--- config.mk ---
export PLATFORM = sky130hd
export DESIGN_NAME = feature_pool
export DESIGN_NICKNAME = d
export VERILOG_FILES = /design/src/rtl/feature_pool.sv
export SDC_FILE = /design/constraint.sdc
export NUM_CORES = 1
export LEC_CHECK = 0
export CAP_MARGIN = 20
export CORE_ASPECT_RATIO = 1.2
export CORE_MARGIN = 2
export CORE_UTILIZATION = 56
export DETAILED_ROUTE_END_ITERATION = 10
export PLACE_DENSITY = 0.73
export REMOVE_ABC_BUFFERS = 1
export SYNTH_ARGS = -nofsm -noshare
export SYNTH_HDL_FRONTEND = slang
export SYNTH_SLANG_ARGS = --single-unit
--- constraint.sdc ---
create_clock -name i_clk -period 7.9 [get_ports i_clk]
set_input_delay 1.58 -clock i_clk [delete_from_list [all_inputs] [get_ports i_clk]]
set_output_delay 1.58 -clock i_clk [all_outputs]
set_load 0.01 [all_outputs]
--- src/rtl/feature_pool.sv ---
// feature_pool: 2x2 stride-2 max/average pooling over a raster pixel stream,
// N_CH channels in parallel, one pixel per cycle, gaps allowed anywhere.

// One channel: horizontal pair reduction, line buffer of even-row partials,
// and the registered window result.
module feature_pool_lane #(
  parameter int DATA_W = 8,
  parameter int OUT_W  = 14,
  parameter int LB_AW  = 4
) (
  input  logic                     clk,
  input  logic                     rst,
  input  logic                     ld_even,
  input  logic                     pair,
  input  logic                     odd_row,
  input  logic                     avg,
  input  logic [LB_AW-1:0]         lb_idx,
  input  logic signed [DATA_W-1:0] x,
  output logic signed [DATA_W-1:0] y
);
  // Two guard bits hold an exact four-sample sum.
  localparam int PW = DATA_W + 2;

  logic signed [DATA_W-1:0] hold;
  logic signed [PW-1:0]     lb [OUT_W];
  logic signed [PW-1:0]     hx, xx, ps, lbv, ws, res;

  // Pair partial (even col + odd col), then window = line-buffer partial + pair partial.
  always_comb begin
    hx  = {{2{hold[DATA_W-1]}}, hold};
    xx  = {{2{x[DATA_W-1]}}, x};
    ps  = avg ? (hx + xx) : ((hx > xx) ? hx : xx);
    lbv = lb[lb_idx];
    ws  = avg ? (lbv + ps) : ((lbv > ps) ? lbv : ps);
    res = avg ? (ws >>> 2) : ws;
  end

  // Even-column sample waits here for its odd-column partner.
  always_ff @(posedge clk) begin
    if (ld_even) hold <= x;
  end

  // Even rows always overwrite before odd rows read, so no reset is needed.
  always_ff @(posedge clk) begin
    if (pair && !odd_row) lb[lb_idx] <= ps;
  end

  // Result register; holds between windows.
  always_ff @(posedge clk) begin
    if (rst)                  y <= '0;
    else if (pair && odd_row) y <= DATA_W'(res);
  end
endmodule

module feature_pool #(
  parameter int DATA_W = 8,
  parameter int N_CH   = 6,
  parameter int IN_W   = 28,
  parameter int IN_H   = 28
) (
  input  logic                     i_clk,
  input  logic                     i_rst,
  input  logic                     i_avg_mode,
  input  logic                     i_feature_valid,
  input  logic signed [DATA_W-1:0] i_features [0:N_CH-1],
  output logic                     o_feature_valid,
  output logic signed [DATA_W-1:0] o_features [0:N_CH-1],
  output logic                     o_frame_done
);
  localparam int OUT_W = IN_W / 2;
  localparam int OUT_H = IN_H / 2;
  localparam int CW    = $clog2(IN_W);
  localparam int RW    = $clog2(IN_H);
  localparam int LB_AW = (OUT_W > 1) ? $clog2(OUT_W) : 1;

  logic [CW-1:0]    col;
  logic [RW-1:0]    row;
  logic             mode_q, avg, first, col_in, row_in, ld_even, pair, emit, last_win;
  logic [LB_AW-1:0] lb_idx;

  // Beat decode: pixel (0,0) uses the live mode pin, the rest of the frame the latched one.
  always_comb begin
    first    = (row == '0) && (col == '0);
    avg      = first ? i_avg_mode : mode_q;
    col_in   = !(((IN_W % 2) == 1) && (col == CW'(IN_W - 1)));
    row_in   = !(((IN_H % 2) == 1) && (row == RW'(IN_H - 1)));
    lb_idx   = LB_AW'(col >> 1);
    ld_even  = i_feature_valid && !col[0];
    pair     = i_feature_valid && col[0] && col_in && row_in;
    emit     = pair && row[0];
    last_win = (row == RW'(2 * OUT_H - 1)) && (col == CW'(2 * OUT_W - 1));
  end

  // Raster position counters, advance on valid beats only.
  always_ff @(posedge i_clk) begin
    if (i_rst) begin
      col <= '0;
      row <= '0;
    end else if (i_feature_valid) begin
      if (col == CW'(IN_W - 1)) begin
        col <= '0;
        row <= (row == RW'(IN_H - 1)) ? '0 : row + 1'b1;
      end else begin
        col <= col + 1'b1;
      end
    end
  end

  // Frame mode latched on the first beat of each frame.
  always_ff @(posedge i_clk) begin
    if (i_rst)                       mode_q <= 1'b0;
    else if (i_feature_valid && first) mode_q <= i_avg_mode;
  end

  // Output strobes, one cycle after the completing beat.
  always_ff @(posedge i_clk) begin
    if (i_rst) begin
      o_feature_valid <= 1'b0;
      o_frame_done    <= 1'b0;
    end else begin
      o_feature_valid <= emit;
      o_frame_done    <= emit && last_win;
    end
  end

  for (genvar g = 0; g < N_CH; g++) begin : g_lane
    feature_pool_lane #(.DATA_W(DATA_W), .OUT_W(OUT_W), .LB_AW(LB_AW)) u_lane (
      .clk     (i_clk),
      .rst     (i_rst),
      .ld_even (ld_even),
      .pair    (pair),
      .odd_row (row[0]),
      .avg     (avg),
      .lb_idx  (lb_idx),
      .x       (i_features[g]),
      .y       (o_features[g])
    );
  end
endmodule

Word level (Yosys, flattened, before mapping)
Memory sizes are Yosys's and may differ from the RTL's. A register that Yosys moved wholly into a read port is not among the register bits.
Cells that the tools add are included.
- flip-flop bits (word level): 109
- memory bits (writable): 840
- bits of input ports: 52
- output and inout port bits: 50
- memories: 6
- add/sub/neg operators: 14
- $lt $le $gt $ge: 12
- eq/ne operators: 2
- muxes and demuxes: 47
- reductions and logical operators: 13
- memory list (name ; depth ; width ; read ports ; clocked after Yosys merged registers in ; write ports ; line ; source):
    g_lane[0].u_lane.lb ; 14 ; 10 ; 1 ; 1 ; 1 ; 25 ; logic signed [PW-1:0] lb [OUT_W];
    g_lane[1].u_lane.lb ; 14 ; 10 ; 1 ; 1 ; 1 ; 25 ;
    g_lane[2].u_lane.lb ; 14 ; 10 ; 1 ; 1 ; 1 ; 25 ;
    g_lane[3].u_lane.lb ; 14 ; 10 ; 1 ; 1 ; 1 ; 25 ;
    g_lane[4].u_lane.lb ; 14 ; 10 ; 1 ; 1 ; 1 ; 25 ;
    g_lane[5].u_lane.lb ; 14 ; 10 ; 1 ; 1 ; 1 ; 25 ;
- operators with widths (operator ; count):
    10-bit two-way mux ; 24
    10-bit adder ; 6
    10-bit greater-than comparator ; 6
    8-bit by 8-bit adder with 9-bit output ; 6
    8-bit greater-than comparator ; 6
    4-bit two-way mux ; 12
    8-bit two-way mux ; 6
    5-bit by 1-bit adder with 5-bit output, second input constant ; 2
    5-bit == test, second input constant ; 2
    5-bit zero test ; 2
    5-bit two-way mux ; 2
    1-bit logical AND ; 8
    1-bit two-way mux ; 3
    1-bit zero test ; 2
    2-bit AND reduction ; 1

Logic depth before layout (Yosys ltp)
Gate-level depths: netlist of run 1.
- depth after elaboration: 8
- mapped depth: 19
- depth with buffers taken out: 18

Modules after synthesis
A second synthesis of run 1 with hierarchy kept.
- cells, all modules: 2878
- area total of the unflattened synthesis: 42106.6 um^2
- modules (own cells, without submodules) (module ; instances ; cells an instance ; area each (um^2) ; seq. area each (um^2)):
    feature_pool_lane at g_lane[3].u_lane ... ; 2 ; 481 ; 6967.9 ; 4184.0
    feature_pool_lane at g_lane[1].u_lane ... ; 2 ; 452 ; 6834.1 ; 4184.0
    feature_pool_lane at g_lane[5].u_lane ; 1 ; 484 ; 6961.7 ; 4184.0
    feature_pool_lane at g_lane[0].u_lane ; 1 ; 452 ; 6842.8 ; 4184.0
    feature_pool ; 1 ; 76 ; 698.2 ; 260.2

Worst setup path after synthesis of run 1
OpenSTA, ideal clock, no wires.
- path type: in2reg
- start: in i_feature_valid
- end: mem g_lane[0].u_lane.lb[12][0] (netlist name) (enable)
- arrival: 7.083 ns
- required time: 7.301 ns
- path slack: 0.217 ns
- stages on the path: 3
- path buffers: 1
- cell sequence: buf_2 > nand3_1 > nor4_1
- cells in the longest elaborated chain, start to end: 4
- ends and longest elaborated chain (what ; line ; source):
    from (decl) ; 64 ; input logic i_feature_valid,
    1-bit logical AND ; 89 ; pair = i_feature_valid && col[0] && col_in && row_in;
    1-bit logical AND ; 45 ; if (pair && !odd_row) lb[lb_idx] <= ps;
    1-bit two-way mux ; 45 ;
    1-bit two-way mux (not written as such) ; 45 ;
    to (decl) ; 25 ;
No other way between the ends.

Worst setup path after layout of run 1
- start: in i_features[13] (netlist name)
- end: reg g_lane[4].u_lane.y[7]
- cells in the longest elaborated chain, start to end: 7
- elaborated cells on any way between the ends: 9
- ends and longest elaborated chain (what ; line ; source):
    from (decl) ; 65 ; input logic signed [DATA_W-1:0] i_features [0:N_CH-1],
    8-bit greater-than comparator ; 32 ; ps = avg ? (hx + xx) : ((hx > xx) ? hx : xx);
    10-bit two-way mux ; 32 ;
    10-bit two-way mux (*) ; 32 ;
    net g_lane[4].u_lane.ps[5] ; 26 ; logic signed [PW-1:0] hx, xx, ps, lbv, ws, res;
    10-bit greater-than comparator ; 34 ; ws = avg ? (lbv + ps) : ((lbv > ps) ? lbv : ps);
    10-bit two-way mux ; 34 ;
    10-bit two-way mux (*) ; 34 ;
    8-bit two-way mux (*) ; 35 ; res = avg ? (ws >>> 2) : ws;
    to (signal assigned) ; 51 ; else if (pair && odd_row) y <= DATA_W'(res);
    to (decl) ; 19 ; output logic signed [DATA_W-1:0] y
The timed path passes the listed nets; every way through them passes the cells marked *.
A chain may end at the register's enable or synchronous reset.

==> metrics.md, run 1 <==
| Metric | Value |
|---|---|
| Adder-Cell Fraction of Synth Area | `6.71%` |
| Root buffer cell | `clkbuf_16` |
| Fmax | `167 MHz` |
| Hold path start | `g_lane[2].u_lane.y[2]$_SDFFE_PP0P_` |
| Final ANT Viol Nets | `0` |
| Inserted Clock Buffers | `84` |
| Wirelength per Cell | `roughly 26 µm` |
| Dpl ws | `1.18 ns` |
| Post-synth EDFFs | `about 800` |
| WP data required | `8.44 ns` |
| Slew headroom | `approximately a quarter` |
| Synthesized area | `40500 µm²` |
| Std cell rows | `108` |
| Worst path max stage delay | `0.53 ns` |
| Max VDD drop | `about 0.00017 V` |
| Final TNS setup | `0 ns` |
| 1st-iter DRT viols | `between 1500 and 2000` |
| Multiplexer share of the synthesized area | `15.1%` |
| Synth Register Bits | `869` |
| Num ports | `102` |
| R2R cell count | `13` |
| Dpl hpwl | `56100 µm` |
| Final nets | `2973` |
| Worst-Skew Late Latency | `0.65 ns` |
| Hold Crit Class | `reg -> reg` |
| Vias per inst | `approximately 6.2` |
| Effective utilization at floorplan | `between 50% and 60%` |
| Post-placement cell count | `3544` |
| Max Cap Viol | `0` |
| Library cells used by synthesis | `71` |
| Post-route insts no fill | `approximately 3700` |
| Clk buf depth | `3` |
| Critical path launch point type | `input pin` |
| Crit-path slowest cell | `clkdlybuf4s50_1` |
| Largest family of logic cells by synthesized area | `multiplexers` |
| Die X | `around 250 µm` |
| Post-synthesis simple-gate area fraction | `under 10%` |
| Layout cell share with drive strength beyond 1 | `18.9%` |
| DRT Wirelength | `95600 µm` |
| First-pass GRT wire length | `about 140000 µm` |
| DR vias | `23100` |
| Initial antenna violation count | `2` |
| Hold slack | `0.499 ns` |
| Cells after synthesis | `roughly 2600` |
| Slew Viols, Final | `0` |
| First drt pass iteration count | `6` |
| Endpoint, Worst Hold | `g_lane[2].u_lane.y[2]$_SDFFE_PP0P_` |
| Async SR Flop Fraction | `0%` |
| FF-to-FF End | `g_lane[0].u_lane.y[6]$_SDFFE_PP0P_` |
| Critical path type | `in -> reg` |
| Worst Hold Path Cells | `2` |
| Top-count cell post-synth | `edfxtp_1` |
| Total track usage | `25.8%` |
| Die H | `299 µm` |
| Setup violations, final | `0` |
| Sequential share of the synthesized area | `about 63%` |
| Cts repair resizes | `0` |
| PnR worst setup slack | `1.93 ns` |
| Ys flop type | `edfxtp_1` |
| DR DRC count | `0` |
| Largest fanout on the critical path | `15` |
| Synth-to-layout area growth | `12.8%` |
| Endpoint class of the critical path | `flop` |
| CTS tree | `yes` |
| Total grt overflow | `0` |
| PD cells | `248 nW/µm²` |
| Synthesis Warnings | `0` |
| Port bufs | `approximately 100` |
| Clock slew at reported path FFs | `0.06 ns` |
| Power, Total | `11.4 mW` |
| Main area contributors after synthesis | `edfxtp_1 (60%), mux4_2 (11%), ha_1 (6.4%), dfxtp_1 (3.2%), mux2i_1 (2.0%)` |
| H-tree depth | `3` |
| CORE AREA | `roughly 70000 µm²` |
| RSZ-0062 raised after global routing | `no` |
| Xor and xnor area share after synthesis | `under 10%` |
| Final hold violation count | `0` |
| Hold_buf cts | `0` |
| Syn_area_per_cell | `15.9 µm²` |
| Cell taking the most area after synthesis | `edfxtp_1` |
| Clock skew | `0.0314 ns` |
| Leak Pwr | `15.7 nW` |
| Diode count | `0` |
| Min Tclk post-route | `5.97 ns` |
| Period Utilization, post-route | `about 76%` |
| Compound-gate portion of the synthesized area | `6.37%` |
| Postcts setup bufs | `0` |
| Status | `finished, final reports clean` |
| Area fraction of the dominant cell type after synthesis | `59.5%` |
| R2R Path Start | `col[1]$_SDFFE_PP0P_` |
| Synth cell count leaders | `edfxtp_1 (804), ha_1 (208), mux4_2 (202)` |
| Vias in the first global route | `23800` |
| DIE AREA | `between 70000 and 80000 µm²` |
| Crit path cell chain | `clkdlybuf4s50_1 > inv_1 > ha_1 > a21o_1 > a2111oi_4 > a21oi_2 > o22ai_4 > mux2i_1 > mux2i_1 > ha_1 > or3_1 > nor4_1 > o41ai_1 > a21oi_1 > nor4b_1 > a311oi_1 > a311oi_1` |
| CTS sink cnt | `869` |
| Worst R2R Setup Slack | `about 2.8 ns` |
| Arrival @ worst endpoint | `6.51 ns` |
| GP Congestion | `0.875` |
| Largest net degree at the start of global routing | `91` |
| Least-Margin Pin Slew | `~1.1 ns` |
[sequential cells by signal (all words and copies together), names as in the netlist, named ones only]
signal,cells
col,5
g_lane.u_lane.hold,48
g_lane.u_lane.lb,756
g_lane.u_lane.y,48
mode_q,1
o_feature_valid,1
o_frame_done,1
row,5
[cell usage in the layout (no fill, tap or decap), types with 13 or more instances in the layout]
master,instances
clkbuf_16,86
a221oi_1,13
bufinv_16,13
o21ai_0,71
nor2b_1,23
xnor2_1,53
xor2_1,21
nor2_1,144
a21o_1,23
o21bai_1,26
buf_4,64
nand2_1,66
nand2b_1,26
mux2i_1,79
edfxtp_1,804
a31oi_1,15
o211ai_1,17
nand3_1,13
a211oi_1,24
nor3_1,24
clkdlybuf4s50_1,100
mux4_2,202
nand4_1,25
mux2_2,68
dfxtp_1,61
inv_1,145
ha_1,208
o21a_1,18
or2_2,19
o22ai_1,19
clkbuf_1,19
or3_1,14
a21oi_1,120
[worst max-delay path: cells and delay by family]
family / cells / cell delay [ns]
adder cells (fa/ha/maj): 2 / 0.76
AND/OR/NAND/NOR: 3 / 0.91
buffers and inverters: 2 / 0.59
AO/OA/AOI/OAI: 8 / 1.80
multiplexers: 2 / 0.86
[metal layers]
| metal | track usage (%) | routed length [µm] | vias to the layer above |
|---|---|---|---|
| met5 | 0 | 0 | - |
| met2 | 44.5 | 48500 | 863 |
| li1 | - | - | 10200 |
| met3 | 3.34 | 6480 | 160 |
| met1 | 34.2 | 37900 | 11900 |
| met4 | 8.62 | 2740 | 0 |
[stage by stage]
step | utilization (%) | instance area [µm²]
5_1_grt | 63.5 | 45800
6_report | 63.5 | 45800
3_5_place_dp | 59.4 | 42800
3_3_place_gp | 59.4 | 42800
2_1_floorplan | - | 40000
4_1_cts | 63.4 | 45700
[where the power goes]
| part | total, mW | internal, mW | leakage (nW) | switching, mW |
|---|---|---|---|---|
| Combinational | 1.83 | 0.726 | 6.47 | 1.10 |
| Sequential | 5.33 | 5.30 | 7.79 | 0.0316 |
| Clock | 4.20 | 2.47 | 1.40 | 1.73 |
| Total | 11.4 | 8.49 | 15.7 | 2.87 |
[layout make-up]
cell class              count  area [µm²]
clock buffers             108        2260
repair buffers            170        1560
clock inverters            48         612
well taps                 935        1170
multi-input cells        1436       14100
inverters                 146         548
fillers                  5004       26300
flip-flops and latches    869       25500
[cells by family (layout without fill, tap and decap cells)]
kind of cell               after synthesis  count (layout)
muxes                                  351             351
DFF                                    869             869
xor gates and xnor gates                74              74
buffers and inverters                  246             472
AOI/OAI and AO/OA                      396             396
adders and majority gates              214             214
and+or+nand+nor                        401             401
[worst max path at each step]
stage / start / to / slack (ns) / cells past startpoint
6_report: i_features[13] / g_lane[4].u_lane.y[7]$_SDFFE_PP0P_ / 1.93 / 17
5_1_grt: i_features[13] / g_lane[4].u_lane.y[7]$_SDFFE_PP0P_ / 1.56 / 17
4_1_cts: i_features[13] / g_lane[4].u_lane.y[7]$_SDFFE_PP0P_ / 1.84 / 17
3_5_place_dp: i_features[13] / g_lane[4].u_lane.y[7]$_SDFFE_PP0P_ / 1.18 / 17
3_3_place_gp: i_features[13] / g_lane[4].u_lane.y[7]$_SDFFE_PP0P_ / 1.41 / 17
2_1_floorplan: flop / g_lane[1].u_lane.y[0]$_SDFFE_PP0P_ / -3.49 / 8
(Power assumes the default switching activity.)
==> run 2: changes to the inputs <==
Settings changed: CORE_UTILIZATION 56 to 62, PLACE_DENSITY 0.73 to 0.77.
Clock period 7.9 ns to 5.5 ns, I/O delays scaled along.
==> run 2 against run 1 <==
Effect of this change: clock skew down 0.011 ns; core utilization is 7.9 points higher; clock power rose by 35%; global-route usage is 3.9 points higher; die area decreased by 9.5%; cell area grew 0.80%; clock-buffer cell count is 10 lower; critical path depth increased by 1; register-to-register slack worse by 2.0 ns; highest routed layer is now met5.
==> metrics.md, run 2 (synthesis gave the netlist of run 1 again) <==
| Metric | Value |
|---|---|
| Status | `finished, final reports clean (unchanged)` |
| RSZ-0062 raised after global routing | `no (unchanged)` |
| Largest fanout on the critical path | `8 (was 15)` |
| Design Area, Final | `46100 µm² (was 45800 µm²)` |
| Wirelength per Cell | `26.9 µm (was 25.8 µm)` |
| Comb power frac | `17.2% (was 16.1%)` |
| Power Internal | `11.9 mW (was 8.49 mW)` |
| Registers with the most flip-flops | `g_lane.u_lane.lb (756), g_lane.u_lane.hold (48), g_lane.u_lane.y (48) (unchanged)` |
| Max VDD drop | `0.000265 V (was 0.000173 V)` |
| 1st-iter DRT viols | `2221 (was 1872)` |
| Worst R2R Setup Slack | `0.80 ns (was 2.80 ns)` |
| Flop pwr share | `47.6% (was 46.9%)` |
| Setup violations, final | `0 (unchanged)` |
| Final ANT Viol Nets | `0 (unchanged)` |
| DR vias | `23600 (was 23100)` |
| Dpl ws | `-0.0166 ns (was 1.18 ns)` |
| Postcts setup bufs | `0 (unchanged)` |
| Slew headroom | `29.1% (was 24.3%)` |
| Dpl hpwl | `57900 µm (was 56100 µm)` |
| Total grt overflow | `0 (unchanged)` |
| Hold path start | `g_lane[2].u_lane.y[2]$_SDFFE_PP0P_ (unchanged)` |
| Critical path launch point type | `input pin (unchanged)` |
| CTS sink cnt | `869 (unchanged)` |
| Largest net degree at the start of global routing | `59 (was 91)` |
| R2R Path Start | `col[1]$_SDFFE_PP0P_ (unchanged)` |
| Final TNS setup | `0 ns (unchanged)` |
| Vias per inst | `6.44 (was 6.23)` |
| Fmax | `between 200 and 250 MHz` |
| Port bufs | `101 (unchanged)` |
| Vias in the first global route | `24300 (was 23800)` |
| Clk buf depth | `3 (unchanged)` |
| Psw | `4.15 mW (was 2.87 mW)` |
| Critical path type | `in -> reg (unchanged)` |
| First drt pass iteration count | `6 (unchanged)` |
| Hold_buf cts | `0 (unchanged)` |
| Period Utilization, post-route | `89.7%` |
| Final hold violation count | `0 (unchanged)` |
| Clock skew | `0.0203 ns (was 0.0314 ns)` |
| Biggest register | `g_lane.u_lane.lb (unchanged)` |
| Initial antenna violation count | `2 (unchanged)` |
| Cts repair resizes | `0 (unchanged)` |
| Switching share of power | `25.8% (was 25.2%)` |
| Least-Margin Pin Slew | `1.06 ns (was 1.10 ns)` |
| Leak Pwr | `15.9 nW (was 15.7 nW)` |
| CORE AREA | `64600 µm² (was 72000 µm²)` |
| Endpoint class of the critical path | `flop (unchanged)` |
| Std cell rows | `102 (was 108)` |
| Power share of the clock group | `35.3% (was 37.0%)` |
| Arrival @ worst endpoint | `5.44 ns (was 6.51 ns)` |
| Post-placement cell area | `43400 µm² (was 42800 µm²)` |
| PnR worst setup slack | `0.568 ns (was 1.93 ns)` |
| Effective utilization at floorplan | `62.8% (was 56.3%)` |
| DRT Wirelength | `98800 µm (was 95600 µm)` |
| GP Congestion | `0.900 (was 0.875)` |
| Root buffer cell | `clkbuf_16 (unchanged)` |
| Min Tclk post-route | `approximately 4.9 ns` |
| Worst-Skew Late Latency | `0.63 ns (was 0.65 ns)` |
| Most frequent cells in the layout | `edfxtp_1 (804), ha_1 (208), mux4_2 (202) (unchanged)` |
| Final Util | `71.4% (was 63.5%)` |
| PD cells | `349 nW/µm² (was 248 nW/µm²)` |
| Clock slew at reported path FFs | `0.06 ns (about the same)` |
| Layout cell share with drive strength beyond 1 | `20.7% (was 18.9%)` |
| Max reg flops | `756 (unchanged)` |
| Most common cell after layout, fill and taps aside | `edfxtp_1 (unchanged)` |
| Inserted Clock Buffers | `85 (was 84)` |
| Synth-to-layout area growth | `13.7% (was 12.8%)` |
| First-pass GRT wire length | `148000 µm (was 145000 µm)` |
| Max Cap Viol | `0 (unchanged)` |
| H-tree depth | `3 (unchanged)` |
| Total track usage | `29.7% (was 25.8%)` |
| Num ports | `102 (unchanged)` |
| Slew Viols, Final | `0 (unchanged)` |
| WP data required | `6.00 ns (was 8.44 ns)` |
| DIE AREA | `67500 µm² (was 74600 µm²)` |
| Fill count | `4055 (was 5004)` |
| Die H | `284 µm (was 299 µm)` |
| CTS tree | `yes (unchanged)` |
| CP startpoint | `i_features[6] (was i_features[13])` |
| Final nets | `3034 (was 2973)` |
| DR DRC count | `0 (unchanged)` |
| Die X | `237 µm (was 250 µm)` |
| Hold Crit Class | `reg -> reg (unchanged)` |
[run 2: cell count changes in the layout (fill, tap and decap cells not counted), moves of 2 or more]
cell        before  now
clkbuf_16       86   88
clkinv_2        12   15
clkinv_1        12   20
buf_12           3   20
buf_4           64  109
clkbuf_1        19    9
inv_6            4    6
clkbuf_8         3    1
bufinv_16       13    5
clkinvlp_4       2    9
clkinv_8         3    1
[run 2: power by group through the flow]
stage / registers [mW] / clock network [mW] / logic, mW
floorplan: 7.84 / 0 / 1.89
global placement: 7.79 / 0 / 2.64
detailed placement: 7.80 / 0 / 2.71
CTS: 7.66 / 5.74 / 2.74
global route: 7.66 / 5.99 / 3.03
finish: 7.66 / 5.68 / 2.77
[run 2: final cells by class]
type                    count  area, µm²  share of cell area, %
inverters                 146        548                   1.19
multi-input cells        1436      14100                   30.7
well taps                 832       1040                   2.26
repair buffers            230       2220                   4.82
flip-flops and latches    869      25500                   55.2
clock buffers              98       2250                   4.88
diodes                      1       2.50                0.00543
clock inverters            58        454                  0.985
[run 2: metal layers]
metal / routed length [µm] / track usage, %
met1: 38100 / 38.3
met2: 50600 / 51.8
met3: 7050 / 4.23
met4: 3100 / 10.2
met5: 12 / 0
[run 2: final timing paths]
kind,end,cells past startpoint
worst max-delay path,g_lane[5].u_lane.y[7]$_SDFFE_PP0P_,18
worst min-delay path,g_lane[2].u_lane.y[2]$_SDFFE_PP0P_,2
worst max register to register,g_lane[3].u_lane.y[6]$_SDFFE_PP0P_,14
worst min register to register,g_lane[2].u_lane.y[2]$_SDFFE_PP0P_,2
[run 2: worst max-delay path, cell delays in order]
cell             delay, ns
clkdlybuf4s50_1       0.54
inv_1                 0.06
ha_1                  0.34
inv_1                 0.08
o211a_1               0.23
o21ai_0               0.20
o211ai_2              0.30
mux2_2                0.35
nor2_1                0.04
a21oi_1               0.40
ha_1                  0.26
nand2b_1              0.10
a221oi_1              0.42
o22ai_1               0.22
o31ai_1               0.37
nor3_1                0.08
a211oi_1              0.26
a211oi_1              0.09
[run 2: stage by stage]
| stage | hold slack (ns) | instances | power [mW] |
|---|---|---|---|
| final | 0.486 | 3670 | 16.1 |
| after global routing | 0.545 | 3670 | 16.7 |
| after CTS | 0.486 | 3665 | 16.1 |
| after detailed placement | 0.473 | 3509 | 10.5 |
| after global placement | 0.466 | 3509 | 10.4 |
| after floorplan | 0.456 | 2451 | 9.74 |
==> RTL edit (flow settings as in run 1) <==
`IN_H`: 28 -> 42.
--- a/src/rtl/feature_pool.sv
+++ b/src/rtl/feature_pool.sv
@@ -56,7 +56,7 @@
   parameter int DATA_W = 8,
   parameter int N_CH   = 6,
   parameter int IN_W   = 28,
-  parameter int IN_H   = 28
+  parameter int IN_H   = 42
 ) (
   input  logic                     i_clk,
   input  logic                     i_rst,
Function: no difference found for any inputs over 4 cycles, from zero or initial values and one cycle with i_rst high; that may be too few to reach the edited logic, so the function may still have changed.
==> RTL edit against run 1 <==
- critical path depth rose by 1
- design area fell by 0.33%
- sequential cell count rose by 1
- worst hold slack improved by 0.0095 ns
- area after synthesis fell by 0.57%
- count of clock-buffer cells in the layout rose by 10
- setup slack got worse by 0.047 ns
- via count fell by 0.29%
- power barely moved
- routed wire length barely moved
- cell count fell by 0.54%
- critical path type unchanged
- critical endpoint is now g_lane[1].u_lane.y[2]
- highest routed layer unchanged
==> RTL edit: results (changes against run 1) <==
Routing:
- The total via count in the routed design was 23.1k (about the same).
- The post-detailed-route wirelength per cell is 25.9 um (was 25.8 um).
- The routed wire length is 95,500 um (was 95,600 um).

Placement:
- The number of instances in the placed design is 3,530 (was 3,544).
- The placed cell area came to 42,600 um^2 (was 42,800 um^2).
- The routability-driven placement congestion ratio is 0.900 (was 0.875).

Timing:
- The worst-case clock skew is 0.0231 ns (was 0.0314 ns).
- The transition time at the pin with the least slew margin was 1.21 ns (was 1.10 ns).

Worst setup path:
- The launch point of the worst path was i_features[39] (was i_features[13]).
- The largest driver fanout on the critical path is 16 (was 15).
- The cell at the slowest stage of the critical path was o21ai_1 (was clkdlybuf4s50_1).
- The signal arrival time at the worst endpoint is 6.55 ns (was 6.51 ns).
- The longest individual stage delay on the worst path is 0.80 ns (was 0.53 ns).

Global routing:
- The first-pass GRT wire length came to 143,000 um (was 145,000 um).
- The pin count of the biggest net entering global routing is 97 (was 91).
- The initial antenna violation count is 0 (was 2).
- The global-route met1 utilization is 0.342 (about the same).
- The fraction of met2 tracks used by global routing came to 0.441 (was 0.445).
- The global router's overall resource usage is 0.258 (about the same).
- The met3 track demand over resource in global routing is 0.0416 (was 0.0334).

Clock network:
- The number of CTS-inserted buffers is 85 (was 84).

Synthesis:
- The cell count after synthesis is 2,548 (was 2,551).
- The portion of the post-synthesis area used by sequential elements came to 0.632 (was 0.627).
- Synth area leaders: edfxtp_1 60%, mux4_2 11%, ha_1 6.5%, dfxtp_1 3.3%, mux2i_1 1.9% (was edfxtp_1 60%, mux4_2 11%, ha_1 6.4%, dfxtp_1 3.2%, mux2i_1 2.0%).
- The number of warnings printed during yosys synthesis is 0 (unchanged).
- The count of different cell masters after synthesis is 65 (was 71).

Status:
- Outcome: completed (unchanged).

Pwr:
- The leakage power came to 15.7 nW (about the same).
- The maximum resistive drop on vdd is 145 uV (was 173 uV).

Worst hold path:
- The start point of the worst hold path is row[1] (was g_lane[2].u_lane.y[2]).

Cells and area:
- The share of final-layout standard cells stronger than drive strength 1 came to 0.175 (was 0.189).
- The net count reported at finish is 2,962 (was 2,973).
[RTL edit: area by class of cell]
type	count	area [um^2]	area share
Tap cell	926	1160	0.0254
Sequential cell	870	25500	0.559
Multi-Input combinational cell	1419	13900	0.304
Timing Repair Buffer	158	1530	0.0335
Clock inverter	40	522	0.0114
Clock buffer	118	2440	0.0536
Inverter	161	604	0.0133
[RTL edit: per-stage QoR]
stage | hold slack [ns] | setup WS, ns | setup TNS, ns
floorplan | 0.456 | -3.41 | -150.67
global placement | 0.483 | 1.31 | 0
detailed placement | 0.492 | 1.30 | 0
CTS | 0.502 | 1.95 | 0
global route | 0.525 | 1.54 | 0
finish | 0.509 | 1.88 | 0
[RTL edit: final timing paths]
| check | to | slack, ns | cells past startpoint |
|---|---|---|---|
| max reg2reg | g_lane[1].u_lane.y[2] | 2.67 | 16 |
| min | row[1] | 0.51 | 2 |
| min reg2reg | row[1] | 0.51 | 2 |
| max | g_lane[1].u_lane.y[2] | 1.88 | 18 |
[RTL edit: logic make-up (layout without fill, tap and decap cells)]
family                   count (synthesis)  after routing  share of synthesized area
buffers and inverters                  259            477                     0.0273
AO/OA/AOI/OAI                          398            398                     0.0638
adder cells (fa/ha/maj)                215            215                     0.0678
flip-flops                             870            870                      0.632
XOR/XNOR                                84             84                     0.0182
multiplexers                           334            334                      0.147
AND/OR/NAND/NOR                        388            388                     0.0442
[RTL edit: worst min-delay path: cells and delay by family (launching register included)]
kind | cells | cell delay (ns)
flip-flops | 1 | 0.34
AND/OR/NAND/NOR | 1 | 0.07
AO/OA/AOI/OAI | 1 | 0.05
[RTL edit: where the power goes]
part / switching [W] / total, W / leakage (nW) / internal, W
Sequential: 0.0000336 / 0.00534 / 7.80 / 0.00530
Combinational: 0.00107 / 0.00175 / 6.47 / 0.000677
Clock: 0.00173 / 0.00426 / 1.44 / 0.00253
[RTL edit: per-layer routing]
layer  vias to the layer above  share of wire
met1                     11700           0.39
li1                      10200              -
met4                         0          0.025
met5                         -              0
met2                       976           0.50
met3                       165          0.078
